<file path="config.mk">
export PLATFORM = sky130hd
export DESIGN_NAME = upe_negate_arb
export DESIGN_NICKNAME = d
export VERILOG_FILES = /design/src/rtl/upe_negate_arb.sv
export SDC_FILE = /design/constraint.sdc
export NUM_CORES = 1
export LEC_CHECK = 0
export ABC_AREA = 1
export BUFFER_PORTS_ARGS = -buffer_cell sky130_fd_sc_hd__buf_4
export CORE_MARGIN = 3
export CORE_UTILIZATION = 40
export CTS_BUF_LIST = sky130_fd_sc_hd__clkbuf_4
export DETAILED_ROUTE_END_ITERATION = 10
export PLACE_DENSITY = 0.67
export SYNTH_ARGS = -nofsm -noshare
export SYNTH_HDL_FRONTEND = slang
export SYNTH_SLANG_ARGS = --single-unit
</file>
<file path="constraint.sdc">
create_clock -name clk -period 2.27 [get_ports clk]
set_clock_uncertainty 0.05 [all_clocks]
set_input_delay 0.227 -clock clk [delete_from_list [all_inputs] [get_ports clk]]
set_output_delay 0.227 -clock clk [all_outputs]
set_load 0.1 [all_outputs]
</file>
<file path="src/rtl/upe_negate_arb.sv">
// rtl/upe_negate_arb.sv - two-requester arbiter and one-entry result buffer around a shared 32-bit negator
// Optional feature macro: UPE_NEGATE_ARB_RR_EN (round-robin grant; fixed priority when undefined)

// Combinational two's-complement negator, (~a + 1) mod 2^32.
module upe_negate32u (
  input  logic [31:0] a,
  output logic [31:0] y
);
  assign y = ~a + 32'd1;
endmodule

module upe_negate_arb #(
  parameter int CNT_WIDTH = 16
) (
  input  logic                 clk,
  input  logic                 reset,
  input  logic                 req0_valid,
  input  logic [31:0]          req0_data,
  output logic                 req0_ready,
  input  logic                 req1_valid,
  input  logic [31:0]          req1_data,
  output logic                 req1_ready,
  output logic                 res_valid,
  output logic [31:0]          res_data,
  output logic                 res_id,
  output logic                 res_ovf,
  input  logic                 res_ready,
  output logic [CNT_WIDTH-1:0] res_count
);

  localparam logic [0:0] ST_EMPTY = 1'b0;
  localparam logic [0:0] ST_FULL  = 1'b1;

  logic [0:0]  state;
  logic        last_grant;
  logic        grant;
  logic        slot_free;
  logic        accept;
  logic        drain;
  logic [31:0] sel_data;
  logic [31:0] neg_data;

  assign res_valid = (state == ST_FULL);
  assign slot_free = (state == ST_EMPTY) || res_ready;
  assign drain     = (state == ST_FULL) && res_ready;

  // Pick the requester that owns the negator this cycle.
  always_comb begin
    grant = 1'b0;
    if (req0_valid && req1_valid) begin
`ifdef UPE_NEGATE_ARB_RR_EN
      grant = ~last_grant;
`else
      grant = 1'b0;
`endif
    end else if (req1_valid) begin
      grant = 1'b1;
    end
  end

  // Readies are held low during reset so nothing is accepted into a buffer being cleared.
  assign req0_ready = !reset && slot_free && !grant && req0_valid;
  assign req1_ready = !reset && slot_free &&  grant && req1_valid;
  assign accept     = req0_ready || req1_ready;

  assign sel_data = grant ? req1_data : req0_data;

  upe_negate32u u_neg (
    .a (sel_data),
    .y (neg_data)
  );

  // Buffer state, payload, grant history and drain counter.
  always_ff @(posedge clk) begin
    if (reset) begin
      state      <= ST_EMPTY;
      res_data   <= 32'd0;
      res_id     <= 1'b0;
      res_ovf    <= 1'b0;
      res_count  <= '0;
      last_grant <= 1'b1;
    end else begin
      if (accept) begin
        state    <= ST_FULL;
        res_data <= neg_data;
        res_id   <= grant;
        res_ovf  <= (sel_data == 32'h8000_0000);
      end else if (drain) begin
        state <= ST_EMPTY;
      end
      last_grant <= accept ? grant : last_grant;
      if (drain) begin
        res_count <= res_count + {{(CNT_WIDTH-1){1'b0}}, 1'b1};
      end
    end
  end

endmodule

</file>
=== Word level (Yosys, flattened, before mapping) ===
Index checks and enable logic that the tools add are counted.

* Bitwise logic cells: 2
* Reduce and logical (&&, ||, !) cells: 12
* Eq/ne operators: 1
* Muxes and demuxes: 5
* $add $sub $neg: 2

{| class="wikitable"
|+ Operators with widths
! operator !! number
|-
| $add A32 B1 Y32 const B || 1
|-
| $eq A32 B32 Y1 const B || 1
|-
| $mux W32 || 1
|-
| $not A32 Y32 || 1
|-
| $add A16 B1 Y16 const B || 1
|-
| $logic_and A1 B1 Y1 || 7
|-
| $mux W1 || 4
|-
| $logic_not A1 Y1 || 2
|-
| $logic_or A1 B1 Y1 || 2
|-
| $reduce_bool A2 Y1 || 1
|-
| $not A1 Y1 || 1
|}

* Flip-flop bits (word level): 51
* Logic and storage cells: 27
* Input port bits: 69
* Output and inout bits: 53

=== Longest topological paths before layout ===
* Word-level depth: 7
* Depth in mapped cells: 16

=== Hierarchy ===
A second synthesis with hierarchy kept.

* Cell total of the unflattened synthesis: 652
* Area, all modules: 3734.8 um^2

{| class="wikitable"
|+ By module, submodules not included
! module !! cells each !! area each (um^2) !! times used !! seq. area each (um^2)
|-
| upe_negate_arb || 465 || 2825.2 || 1 || 1021.0
|-
| upe_negate32u || 187 || 909.6 || 1 || 0.0
|}

=== Least setup slack after synthesis ===
OpenSTA, ideal clock, no wires.

* Path type: flip-flop to flip-flop
* Start point: register state (netlist: res_valid)
* End point: register res_data[1]
* Data required time: 2.155 ns
* Setup slack: -1.049 ns
* Arrival time: 3.204 ns
* Path buffers: 2
* Library setup time: 0.065 ns
* Cell stages (with the launch flop): 10
* Clock period less this slack: 3.319 ns
* Cell sequence: dfxtp_1 nand2_1 nand2_1 nor2_1 nor2_2 inv_1 buf_2 buf_2 nor2_1 nor2_1

* Longest elaborated chain between the ends: 6
* Elaborated cells on any way between the ends: 8

{| class="wikitable"
|+ Ends and longest elaborated chain
! what !! line !! source
|-
| start, declared || 34 || <nowiki>logic [0:0] state;</nowiki>
|-
| start signal, assigned || 76 || <nowiki>state <= ST_EMPTY;</nowiki>
|-
| start signal, assigned || 84 || <nowiki>state <= ST_FULL;</nowiki>
|-
| start signal, assigned || 89 || <nowiki>state <= ST_EMPTY;</nowiki>
|-
| $not A1 Y1 || 44 || <nowiki>assign slot_free = (state == ST_EMPTY) || res_ready;</nowiki>
|-
| $logic_or A1 B1 Y1 || 44 ||
|-
| $logic_and A1 B1 Y1 (3 in series) || 62 || <nowiki>assign req0_ready = !reset && slot_free && !grant && req0_valid;</nowiki>
|-
| via req0_ready || 19 || <nowiki>output logic req0_ready,</nowiki>
|-
| $logic_or A1 B1 Y1 || 64 || <nowiki>assign accept = req0_ready || req1_ready;</nowiki>
|-
| end signal, assigned || 85 || <nowiki>res_data <= neg_data;</nowiki>
|-
| end, declared || 24 || <nowiki>output logic [31:0] res_data,</nowiki>
|}

The timed path passes the listed nets, and every way through them passes these cells.
A chain may end at the register's enable or synchronous reset.

=== Worst setup path in the final report ===
* Start point: input req0_valid
* End point: register res_data[24]

* Longest elaborated chain between the ends: 6
* Elaborated cells on any way between the ends: 11

{| class="wikitable"
|+ Ends and longest elaborated chain
! what !! line !! source
|-
| start, declared || 17 || <nowiki>input logic req0_valid,</nowiki>
|-
| branches (longest 6 deep; another with $add A32 B1 Y32) || n/a ||
|}

Parallel ways; which one is timed is not known.

==> run metrics <==
Power, Total=2.538 mW; Tmin final=1814 ps; via density per instance=4.725; Post-synth top flop=dfxtp_1; global-route wire length before repair=17.85 mm; FF+latch count, synth=51; boundary pin count=122; # clock sinks=51; Yosys Warn Count=0; vias in the first global route=3866; Total Wirelength=10.44 mm; Die Ht=100.0 um; Mapped Area=0.003536 mm^2; met1 Use GR=30.21%; Seq/Total Area, Yosys=28.87%; Setup Total Neg Slack=0 ps; CP arrival=2070 ps; Crit. End Element=flop; antenna violations before repair=1; H-tree depth=2; post-route ant nets=0; Synthesized Nets=701; fmax=551.2 MHz; # DRC=0; run status=finished clean; Gate Count Post-Synth=630; Syn-to-layout area delta=32.20%; Placer Congestion=0.8959; maximum VDD drop=0.3054 mV; CP Data Required Time=2530 ps; Post-CTS Setup Inserts=0; RSZ-0062 raised after global routing=no; Die X=100.0 um; CP Class=input port to flop; Yosys cell types=24; Root Buffer=clkbuf_4; DIE AREA=0.01000 mm^2; CTS tree=yes; Vias=4045; leakage power=2.513 nW; top cell type's share of synthesized area=28.87%; cts repair resizes=0; Final nets=820; layout cells sized above 1=20.67%; core box area=0.008382 mm^2; clock-pin slew on the worst setup and hold paths=160 ps; gr ovfl total=0; Worst-Margin Slew=470.6 ps; R2R setup slack=460 ps; Clock Latency Late Sink=360 ps; Synth area leaders=dfxtp_1 29%, nand2_1 19%, inv_1 12%, nor2_1 11%, nand3_1 7.5%; Rel. slew slack=68.30%; drt initial violations=186; met2 Track Usage GR=35.97%; DP HPWL=8.513 mm; port bufs=121; post-synthesis async set-or-reset flop share=0%; Hold Path Class=input port to flop; WL/cell=12.19 um; Post-CTS Hold Fix Bufs=0; total CTS buffers=5; starting density of the core=42.19%; EDFF count, synth=0; # rows=33; clk buf depth=2; most common cell in the netlist=nand2_1; Max-Cap Viols=0; M3 GR Usage=2.085%; Total GRT Usage=21.63%; Max FO, Critical Path=23; crit start category=input port; fin. max-slew vios=0; Syn Area/Cell=5.613 um^2; Tcrit/Tclk final=79.92%; GRT busiest layer=met2; drt first pass iters=4; # setup viols final=0; synth cell count leaders=180 x nand2_1, 114 x inv_1, 101 x nor2_1, 53 x nand3_1, 51 x dfxtp_1; power per cell area=543.0 mW/mm^2; largest net degree at the start of global routing=53; top cell type by total area after synthesis=dfxtp_1; Fin. Hold Viols=0
==> power breakdown <==
part	internal, mW	total, mW	switching, mW
Sequential	0.953	0.987	0.0331
Clock	0.233	0.540	0.308
Combinational	0.278	1.01	0.733
==> flip-flops by register name (all words and copies together), names as in the netlist <==
| signal | count |
|---|---|
| res_data | 32 |
| res_count | 16 |
| res_id | 1 |
| res_ovf | 1 |
| res_valid | 1 |
==> final cells by class <==
cell class | count | area, um^2
Fill cell | 880 | 3707
Antenna cell | 1 | 2.502
Multi-Input combinational cell | 445 | 2006
Clock inverter | 3 | 43.79
Timing Repair Buffer | 131 | 996.0
Inverter | 115 | 431.7
Tap cell | 105 | 131.4
Sequential cell | 51 | 1026
Clock buffer | 5 | 37.54
==> layer usage <==
layer	up-vias	part of all wire [%]	wire, um
li1	2162	-	-
met1	1765	47	4945
met2	112	46	4827
met3	6	5.3	554
met4	0	1.0	109
met5	-	0	0
==> logic make-up (layout without fill, tap and decap cells) <==
kind of cell	count (synthesis)	in the layout	share of synthesized area, %
and+or+nand+nor	371	371	44.27
buffers and inverters	134	254	14.83
AOI/OAI and AO/OA	62	62	8.846
DFF	51	51	28.87
xor gates and xnor gates	10	10	2.477
adders and majority gates	2	2	0.7076
other	0	1	0
==> path summary, 6_finish.rpt <==
check,endpoint,cells past startpoint,from
worst min register to register,res_data[1],2,res_data[1]
worst min-delay path,res_valid,4,res_ready
worst max register to register,res_count[13],9,res_valid
worst max-delay path,res_data[24],14,req0_valid
==> worst max-delay path: stages <==
cell	delay [ps]
buf_4	90
inv_2	130
nand2_4	260
nand2_1	80
nand2_1	90
ha_1	170
inv_1	70
nor2_1	210
nand2_1	170
nor2_2	260
nand2_1	80
nand2_1	60
nand2_1	40
a21oi_1	110
==> metrics by stage <==
step,util [%],cells,hold slack (ps),instance area (um^2),worst slack (ps)
6_report,55.77,856,65.77,4674,455.8
5_1_grt,55.77,856,69.20,4674,107.8
4_1_cts,55.74,855,61.09,4672,461.2
3_5_place_dp,54.77,847,429.2,4591,92.09
3_3_place_gp,54.77,847,419.9,4591,102.8
2_1_floorplan,-,630,354.8,3556,1.526
==> cell usage in the layout (no fill, tap or decap), types with 2 or more instances in the layout <==
cell type,netlist,layout
dfxtp_2,0,4
xnor2_1,8,8
clkbuf_4,0,5
nor2_1,101,99
dfxtp_1,51,47
o21ai_0,34,34
nor3_1,10,10
xor2_1,2,2
ha_1,2,2
nand3_1,53,53
nor2_4,1,3
nand3b_1,12,12
nand4_1,5,5
a21oi_1,25,25
inv_1,114,114
nand2_1,180,180
buf_4,1,130
o21ai_1,2,2
nor2_2,7,7
(Power assumes the default switching activity.)
